File: config.mk
export PLATFORM = sky130hd
export DESIGN_NAME = async_fifo_rctl
export DESIGN_NICKNAME = d
export VERILOG_FILES = /design/src/rtl/async_fifo_rctl.sv
export SDC_FILE = /design/constraint.sdc
export NUM_CORES = 1
export LEC_CHECK = 0
export CAP_MARGIN = 10
export CORE_MARGIN = 2
export CORE_UTILIZATION = 35
export CTS_CLUSTER_DIAMETER = 150
export DETAILED_ROUTE_END_ITERATION = 6
export SLEW_MARGIN = 5
export SYNTH_ARGS = -nofsm -noshare
export SYNTH_HDL_FRONTEND = slang
export SYNTH_SLANG_ARGS = --single-unit
export TNS_END_PERCENT = 5
File: constraint.sdc
create_clock -name rclk -period 5.9 [get_ports rclk]
set_clock_uncertainty 0.1 [all_clocks]
set_input_delay 1.18 -clock rclk [delete_from_list [all_inputs] [get_ports rclk]]
set_output_delay 1.18 -clock rclk [all_outputs]
set_load 0.01 [all_outputs]
File: src/rtl/async_fifo_rctl.sv
// rtl/async_fifo_rctl.sv - dual-clock FIFO read-side pointer, flag and occupancy controller
module async_fifo_rctl #(
    parameter int ADDR_W    = 3,
    parameter int AEMPTY_TH = 1
) (
    input  logic              rclk,
    input  logic              rrst,
    input  logic              rget,
    input  logic [ADDR_W:0]   rq2_wptr,
    input  logic              rerr_clr,
    output logic              rrdy,
    output logic              rempty,
    output logic [ADDR_W-1:0] raddr,
    output logic [ADDR_W:0]   rptr,
    output logic [ADDR_W:0]   rcount,
    output logic              ralmost_empty,
    output logic              runderflow
);

    localparam int PW = ADDR_W + 1;
    localparam logic [PW-1:0] TH = PW'(AEMPTY_TH);

    logic [PW-1:0] r_bin;
    logic [PW-1:0] r_gray;
    logic          r_empty;
    logic [PW-1:0] r_count;
    logic          r_aempty;
    logic          r_uflow;

    logic          w_rinc;
    logic [PW-1:0] w_bin_nxt;
    logic [PW-1:0] w_gray_nxt;
    logic [PW-1:0] w_wbin;
    logic [PW-1:0] w_count_nxt;

    assign w_rinc      = rget & ~r_empty;
    assign w_bin_nxt   = r_bin + {{ADDR_W{1'b0}}, w_rinc};
    assign w_gray_nxt  = w_bin_nxt ^ (w_bin_nxt >> 1);
    // Occupancy is taken against the post-pop pointer so it is exact on the pop edge.
    assign w_count_nxt = w_wbin - w_bin_nxt;

    // Convert the synchronized Gray write pointer back to binary (MSB-down XOR chain).
    always_comb begin
        w_wbin         = '0;
        w_wbin[PW-1]   = rq2_wptr[PW-1];
        for (int i = PW - 2; i >= 0; i--) begin
            w_wbin[i] = w_wbin[i+1] ^ rq2_wptr[i];
        end
    end

    // Read pointer in binary (RAM address) and Gray (crosses to the write domain).
    always_ff @(posedge rclk or posedge rrst) begin
        if (rrst) begin
            r_bin  <= '0;
            r_gray <= '0;
        end else begin
            r_bin  <= w_bin_nxt;
            r_gray <= w_gray_nxt;
        end
    end

    // Registered empty, occupancy and almost-empty, all from the same post-pop comparison.
    always_ff @(posedge rclk or posedge rrst) begin
        if (rrst) begin
            r_empty  <= 1'b1;
            r_count  <= '0;
            r_aempty <= 1'b1;
        end else begin
            r_empty  <= (w_gray_nxt == rq2_wptr);
            r_count  <= w_count_nxt;
            r_aempty <= (w_count_nxt <= TH);
        end
    end

    // Sticky underflow: a new pop-while-empty wins over a clear in the same cycle.
    always_ff @(posedge rclk or posedge rrst) begin
        if (rrst) begin
            r_uflow <= 1'b0;
        end else if (rget & r_empty) begin
            r_uflow <= 1'b1;
        end else if (rerr_clr) begin
            r_uflow <= 1'b0;
        end
    end

    assign rempty        = r_empty;
    assign rrdy          = ~r_empty;
    assign raddr         = r_bin[ADDR_W-1:0];
    assign rptr          = r_gray;
    assign rcount        = r_count;
    assign ralmost_empty = r_aempty;
    assign runderflow    = r_uflow;

endmodule

======== Word level (Yosys, flattened, before mapping) ========
Index checks and enable logic that the tools add are counted.
Widths: inputs -> output; s select.
word-level totals
  logic and storage cells ................. 20
  flip-flop bits (word level) ............. 15
operators by class
  mux-type cells .......................... 2
  bitwise operators ....................... 7
  equality and inequality tests ........... 1
  add/sub/neg operators ................... 2
  reduce and logical (&&, ||, !) cells .... 1
  magnitude comparators ................... 1
operator list
  operator            count
  $add 4x1->4         1
  $eq 4x4->1          1
  $le 4x1->1 const B  1
  $sub 4x4->4         1
  $xor 4x3->4         1
  $xor 1x1->1         3
  $and 1x1->1         2
  $mux 1              2
  $reduce_bool 2->1   1
  $not 1->1           1

======== Longest topological paths before layout ========
Gate-level depths: netlist of run 1.
  depth in word-level cells ............... 5
  depth in mapped cells ................... 9
  mapped depth without buffers ............ 9

======== Worst setup path before layout of run 1 ========
OpenSTA, ideal clock, no wires.
  kind .................................... input-to-reg
  start point ............................. input port rget
  end point ............................... register r_aempty, in the netlist ralmost_empty
  setup slack ............................. 2.772 ns
  stages .................................. 9
  data required time ...................... 5.718 ns
  path buffers ............................ 0
  arrival ................................. 2.946 ns
  library setup time ...................... 0.082 ns
  cells stage by stage .................... nor2b_1 > ha_1 > ha_1 > xnor2_1 > ha_1 > or3b_2 > o311ai_4 > xnor2_1 > nor3_2
between the ends
  cells in the longest elaborated chain, start to end .. 4
ends and longest elaborated chain
  element               line  RTL
  from (decl)           8     input logic rget,
  $and 1x1->1           36    assign w_rinc = rget & ~r_empty;
  $add 4x1->4           37    assign w_bin_nxt = r_bin + {{ADDR_W{1'b0}}, w_rinc};
  $sub 4x4->4           40    assign w_count_nxt = w_wbin - w_bin_nxt;
  net w_count_nxt[3]    34    logic [PW-1:0] w_count_nxt;
  $le 4x1->1            71    r_aempty <= (w_count_nxt <= TH);
  to (signal assigned)  71
  to (decl)             27    logic r_aempty;
The timed path passes the listed nets, and every way through them passes these cells.
A chain may end at the register's enable or synchronous reset.

======== Worst setup path after layout of run 1 ========
Ends and elaborated chain as after synthesis.

==> results of run 1 <==
[worst max path at each step]
stage / start / to / slack [ns] / depth (start not counted)
detailed placement: rget / ralmost_empty / 2.23 / 10
global route: rget / ralmost_empty / 2.40 / 10
global placement: rget / ralmost_empty / 2.24 / 10
finish: rget / ralmost_empty / 2.50 / 10
floorplan: rget / ralmost_empty / 2.77 / 9
CTS: rget / ralmost_empty / 2.50 / 10
[kinds of logic (layout without fill, tap and decap cells)]
logic type | count (synthesis) | in the layout | share of synthesized area [%]
AO/OA/AOI/OAI | 4 | 4 | 6.35
multiplexers | 1 | 1 | 1.37
adder cells (fa/ha/maj) | 5 | 5 | 8.58
AND/OR/NAND/NOR | 9 | 9 | 7.55
flip-flops | 14 | 14 | 48.4
buffers and inverters | 9 | 33 | 4.63
XOR/XNOR | 16 | 16 | 23.2
[stage by stage]
step | cells | power, uW | utilization, % | hold slack, ns | setup WS [ns]
after detailed placement | 106 | 548 | 49.9 | 0.429 | 2.23
after floorplan | 58 | 418 | - | 0.428 | 2.77
final | 109 | 590 | 51.1 | 0.430 | 2.50
after global routing | 109 | 644 | 51.1 | 0.480 | 2.40
after global placement | 106 | 545 | 49.9 | 0.419 | 2.24
after CTS | 109 | 601 | 51.1 | 0.441 | 2.50
[cell usage after synthesis]
cell      count
mux2i_1       1
nor3_2        1
inv_1         8
nor2_1        1
and2_1        2
o311ai_4      1
dfrtp_1      12
o21ai_0       1
or3b_2        1
nand3_1       1
a21boi_0      1
clkbuf_1      1
xnor3_2       1
nor3_1        1
xnor2_1       8
nand2_1       1
o21bai_1      1
ha_1          5
dfstp_2       2
nor2b_1       1
xnor3_1       1
xor2_1        6
[area by class of cell]
cell class	instances	share of cell area (%)
clock buffers	3	2.25
well taps	27	3.37
flip-flops and latches	14	35.2
multi-input cells	35	34.2
inverters	8	3.00
repair buffers	22	22.0
[per-layer routing]
layer / vias to the layer above / part of all wire, % / GRT usage (%)
met3: 2 / 6.6 / 5.76
met5: - / 0 / 0
met4: 0 / 1.6 / 6.94
met1: 215 / 42 / 13.3
li1: 236 / - / -
met2: 15 / 50 / 18.9
[worst reg2reg max path, cell delays in order, from the launching register on]
cell	delay, ns
dfstp_2	0.56
nor2b_1	0.05
ha_1	0.21
ha_1	0.23
xnor2_1	0.31
ha_1	0.21
or3b_2	0.47
o311ai_4	0.10
xnor2_1	0.18
nor3_2	0.05
[state kept, by name (all words and copies together) (netlist names)]
name / flops
rptr: 3
ralmost_empty: 1
rcount: 4
rempty: 1
r_bin: 4
runderflow: 1
[layout by cell type, fill, tap and decap left out, drive strengths merged]
master / synthesis / layout
clkdlybuf4s50: 0 / 22
dfrtp: 12 / 12
xnor2: 8 / 8
inv: 8 / 8
xor2: 6 / 6
ha: 5 / 5
clkbuf: 1 / 3
and2: 2 / 2
dfstp: 2 / 2
xnor3: 2 / 2
nor3: 2 / 2
nor2b: 1 / 1
o21bai: 1 / 1
nand3: 1 / 1
a21boi: 1 / 1
or3b: 1 / 1
o311ai: 1 / 1
nor2: 1 / 1
mux2i: 1 / 1
nand2: 1 / 1
o21ai: 1 / 1
[where the power goes]
part           switching (uW)  leakage, uW  total (uW)  internal, uW
registers                21.1     0.000163         168           147
clock network            27.9    0.0000138        51.5          23.6
logic                     169     0.000261         371           202
total                     218     0.000438         590           372
==> impl_metrics.env, run 1 <==
export IMPL_die_w_um=49.7
export IMPL_synth_cell_types=22
export IMPL_synth_seq_cells=14
export IMPL_synth_top_cell_area_share_pct=41.2
export IMPL_critPathTopFamily="simple AND/OR/NAND/NOR gates"
export IMPL_grt_max_degree=15
export IMPL_tritoncts="yes"
export IMPL_clock_sinks=14
export IMPL_gr_total_overflow=0
export IMPL_cts_root_buf="clkbuf_4"
export IMPL_synth_yosys_seq_area_share_pct=48.4
export IMPL_r2r_cells=9
export IMPL_reg2reg_to="ralmost_empty"
export IMPL_io_buffers=22
export IMPL_die_area_um2=2470
export IMPL_grt_usage_pct=12.1
export IMPL_antenna_found_initial=0
export IMPL_drv_cap=0
export IMPL_min_delay_path_class="reg -> reg"
export IMPL_worstPathCellList="clkdlybuf4s50_1 -> nor2b_1 -> ha_1 -> ha_1 -> xnor2_1 -> ha_1 -> or3b_2 -> o311ai_4 -> xnor2_1 -> nor3_2"
export IMPL_syn_area_um2=729
export IMPL_core_um2=1960
export IMPL_rows=16
export IMPL_setup_viol_count_final=0
export IMPL_vias=468
export IMPL_ioPinCount=23
export IMPL_wirelength_um=1220
export IMPL_dpl_cell_area_um2=980
export IMPL_min_from="runderflow"
export IMPL_drv_slew=0
export IMPL_clockBufferDepth=2
export IMPL_seq_area_um2=353
export IMPL_tightestPinTransition_ns=0.534
export IMPL_via_per_inst=4.29
export IMPL_period_minus_slack_ns=3.40
export IMPL_cts_buffers=3
export IMPL_syn_to_final_growth_pct=37.4
export IMPL_place_congestion=0.694
export IMPL_ys_top_cells_by_area="dfrtp_1, xnor2_1, ha_1"
export IMPL_synth_warnings=0
export IMPL_arrival_ns=3.50
export IMPL_tns_ns=0
export IMPL_ctsHtreeMaxLevel=1
export IMPL_ctsResizeCount=0
export IMPL_critPathCaptureType="register"
export IMPL_syn_area_per_cell_um2=12.6
export IMPL_cpMostUsedCell="ha_1"
export IMPL_min_to="runderflow"
export IMPL_fp_dieH_um=49.7
export IMPL_synth_area_leader_cell="dfrtp_1"
export IMPL_clock_fmax_ghz=0.294
export IMPL_grt_pass1_vias=472
export IMPL_peakVddDrop_uv=261
export IMPL_clock_latency_ns=0.27
export IMPL_relSlewSlack_pct=64.4
export IMPL_worstPathRequired_ns=6.00
export IMPL_final_nets=97
export IMPL_path_clk_slew_ns=0.08
export IMPL_final_antenna_net_count=0
export IMPL_min_path_cells=2
export IMPL_power_per_cell_area_nw_per_um2=588
export IMPL_reg2reg_from="rempty"
export IMPL_diodes=0
export IMPL_first_pass_iters=2
export IMPL_path_class="in -> reg"
export IMPL_drt_iter0_drc=1
export IMPL_cpPeakStageDelay_ns=0.47
export IMPL_avgRoutedWirePerCell_um=11.2
export IMPL_start_util_pct=37.2
export IMPL_start_kind="primary input"
export IMPL_synth_nets=71
export IMPL_drive_gt1_share_pct=11.0
export IMPL_grt_pass1_wl_um=2170
export IMPL_finalCritPeriodShare_pct=57.6
export IMPL_postCtsSetupBuffers=0
export IMPL_hpwl_um=989
export IMPL_postSynthCellCount=58
export IMPL_status="finished clean"
export IMPL_hold_viol=0
export IMPL_post_route_drc_count=0
export IMPL_critical_path_peak_fanout=3
export IMPL_fillers=195
export IMPL_slowest_stage="or3b_2"
export IMPL_rsz0062_at_grt="no"
export IMPL_r2r_setup_slack_ns=3.36
export IMPL_fin_area_um2=1000
export IMPL_holdBufCountCts=0
export IMPL_worst_path_buf_inv=1
export IMPL_p_leak_uw=0.000438
export IMPL_multi_input_area_um2=343
Power figures use the tool's default switching activity.
==> run 2: changes to the inputs <==
--- a/config.mk
+++ b/config.mk
@@ -10,6 +10,7 @@
 export CORE_UTILIZATION = 35
 export CTS_CLUSTER_DIAMETER = 150
 export DETAILED_ROUTE_END_ITERATION = 6
+export PLACE_DENSITY = 0.66
 export SLEW_MARGIN = 5
 export SYNTH_ARGS = -nofsm -noshare
 export SYNTH_HDL_FRONTEND = slang
==> constraint.sdc (replaced) <==
create_clock -name rclk -period 3 [get_ports rclk]
set_clock_uncertainty 0.1 [all_clocks]
set_input_delay 0.6 -clock rclk [delete_from_list [all_inputs] [get_ports rclk]]
set_output_delay 0.6 -clock rclk [all_outputs]
set_load 0.01 [all_outputs]
==> impl_metrics.env, run 2 (synthesis gave the netlist of run 1 again) <==
export IMPL_status="finished clean"
export IMPL_reg2reg_from="rempty"
export IMPL_die_w_um=49.7
export IMPL_fin_ws_ns=0.163
export IMPL_ctsResizeCount=0
export IMPL_tritoncts="yes"
export IMPL_drv_slew=0
export IMPL_drv_cap=0
export IMPL_grt_usage_pct=11.3
export IMPL_clockBufferDepth=2
export IMPL_io_buffers=22
export IMPL_postCtsSetupBuffers=0
export IMPL_dp_slack_ns=-0.119
export IMPL_drt_iter0_drc=2
export IMPL_vias=496
export IMPL_final_nets=101
export IMPL_min_path_cells=2
export IMPL_tightestPinTransition_ns=0.489
export IMPL_rows=16
export IMPL_rsz0062_at_grt="no"
export IMPL_path_clk_slew_ns=0.08
export IMPL_critPathCaptureType="register"
export IMPL_seq_area_um2=353
export IMPL_r2r_cells=9
export IMPL_start_kind="primary input"
export IMPL_min_to="runderflow"
export IMPL_reg2reg_to="ralmost_empty"
export IMPL_ctsHtreeMaxLevel=1
export IMPL_ioPinCount=23
export IMPL_core_um2=1960
export IMPL_finalCritPeriodShare_pct=94.6
export IMPL_holdBufCountCts=0
export IMPL_critical_path_peak_fanout=3
export IMPL_place_congestion=0.702
export IMPL_syn_to_final_growth_pct=43.4
export IMPL_start_util_pct=37.2
export IMPL_die_area_um2=2470
export IMPL_wirelength_um=1200
export IMPL_grt_pass1_vias=498
export IMPL_peakVddDrop_uv=467
export IMPL_antenna_found_initial=0
export IMPL_gr_total_overflow=0
export IMPL_hold_viol=0
export IMPL_worstPathRequired_ns=3.10
export IMPL_path_class="in -> reg"
export IMPL_tns_ns=0
export IMPL_clock_latency_ns=0.26
export IMPL_multi_input_area_um2=343
export IMPL_setup_viol_count_final=0
export IMPL_fp_dieH_um=49.7
export IMPL_cts_root_buf="clkbuf_4"
export IMPL_first_pass_iters=2
export IMPL_clock_fmax_ghz=0.353
export IMPL_power_per_cell_area_nw_per_um2=1160
export IMPL_cts_buffers=3
export IMPL_drive_gt1_share_pct=16.1
export IMPL_post_route_drc_count=0
export IMPL_min_delay_path_class="reg -> reg"
export IMPL_final_cell_mix="clkdlybuf4s50_1, dfrtp_1, xnor2_1, inv_1, xor2_1"
export IMPL_p_leak_uw=0.000465
export IMPL_grt_pass1_wl_um=2060
export IMPL_relSlewSlack_pct=67.4
export IMPL_fillers=195
export IMPL_grt_max_degree=15
export IMPL_diodes=0
export IMPL_clock_sinks=14
export IMPL_r2r_setup_slack_ns=0.44
export IMPL_avgRoutedWirePerCell_um=10.5
export IMPL_hpwl_um=1030
export IMPL_final_common_cell="clkdlybuf4s50_1"
export IMPL_min_from="runderflow"
export IMPL_via_per_inst=4.35
export IMPL_final_antenna_net_count=0
export IMPL_period_minus_slack_ns=2.84
export IMPL_arrival_ns=2.94
-- run 2: cell count changes in the layout (fill, tap and decap cells not counted) --
cell | previous run | this run
buf_4 | 0 | 4
clkbuf_8 | 0 | 1
-- run 2: through the flow --
stage	util [%]	cells	cell area [um^2]	hold slack [ns]	power, uW
2_1_floorplan	-	58	729	0.388	823
3_3_place_gp	51.5	110	1010	0.419	1090
3_5_place_dp	51.5	110	1010	0.428	1110
4_1_cts	53.3	114	1050	0.442	1240
5_1_grt	53.3	114	1050	0.452	1320
6_report	53.3	114	1050	0.443	1220
-- run 2: cell type report --
class / instances / area share [%]
repair buffers: 26 / 23.9
clock buffers: 4 / 3.47
well taps: 27 / 3.23
flip-flops and latches: 14 / 33.7
inverters: 8 / 2.87
multi-input cells: 35 / 32.8
-- run 2: worst max-delay path: stages --
cell	delay, ns
clkdlybuf4s50_1	0.41
nor2b_1	0.14
ha_1	0.21
ha_1	0.21
xnor2_1	0.33
ha_1	0.21
or3b_2	0.47
o311ai_4	0.10
xnor2_1	0.19
nor3_2	0.06
-- run 2: worst max path at each step --
stage | from | end | slack (ns) | cells past startpoint
after global placement | rget | ralmost_empty | -0.10 | 10
after global routing | rget | ralmost_empty | 0.08 | 10
final | rget | ralmost_empty | 0.16 | 10
after detailed placement | rget | ralmost_empty | -0.12 | 10
after CTS | rget | ralmost_empty | 0.17 | 10
after floorplan | rget | ralmost_empty | 0.45 | 9
-- run 2: per-layer routing --
| metal | vias up | GRT usage [%] | routed length [um] |
|---|---|---|---|
| li1 | 245 | - | - |
| met3 | 2 | 2.12 | 60 |
| met2 | 16 | 20.2 | 616 |
| met1 | 233 | 12.0 | 491 |
| met5 | - | 0 | 0 |
| met4 | 0 | 6.94 | 27 |
-- run 2: report_power, final --
group / switching [uW] / internal [uW]
clock network: 54.3 / 73.6
registers: 43.9 / 288
logic: 340 / 417
==> run 3: changes to the inputs <==
--- a/config.mk
+++ b/config.mk
@@ -5,13 +5,14 @@
 export SDC_FILE = /design/constraint.sdc
 export NUM_CORES = 1
 export LEC_CHECK = 0
+export ABC_AREA = 0
 export CAP_MARGIN = 10
 export CORE_MARGIN = 2
 export CORE_UTILIZATION = 35
-export CTS_CLUSTER_DIAMETER = 150
+export CTS_CLUSTER_DIAMETER = 80
 export DETAILED_ROUTE_END_ITERATION = 6
 export PLACE_DENSITY = 0.66
-export SLEW_MARGIN = 5
+export SLEW_MARGIN = 30
 export SYNTH_ARGS = -nofsm -noshare
 export SYNTH_HDL_FRONTEND = slang
 export SYNTH_SLANG_ARGS = --single-unit
==> results of run 3 <==
Final layout, timing and power as in run 2 (identical DEF).
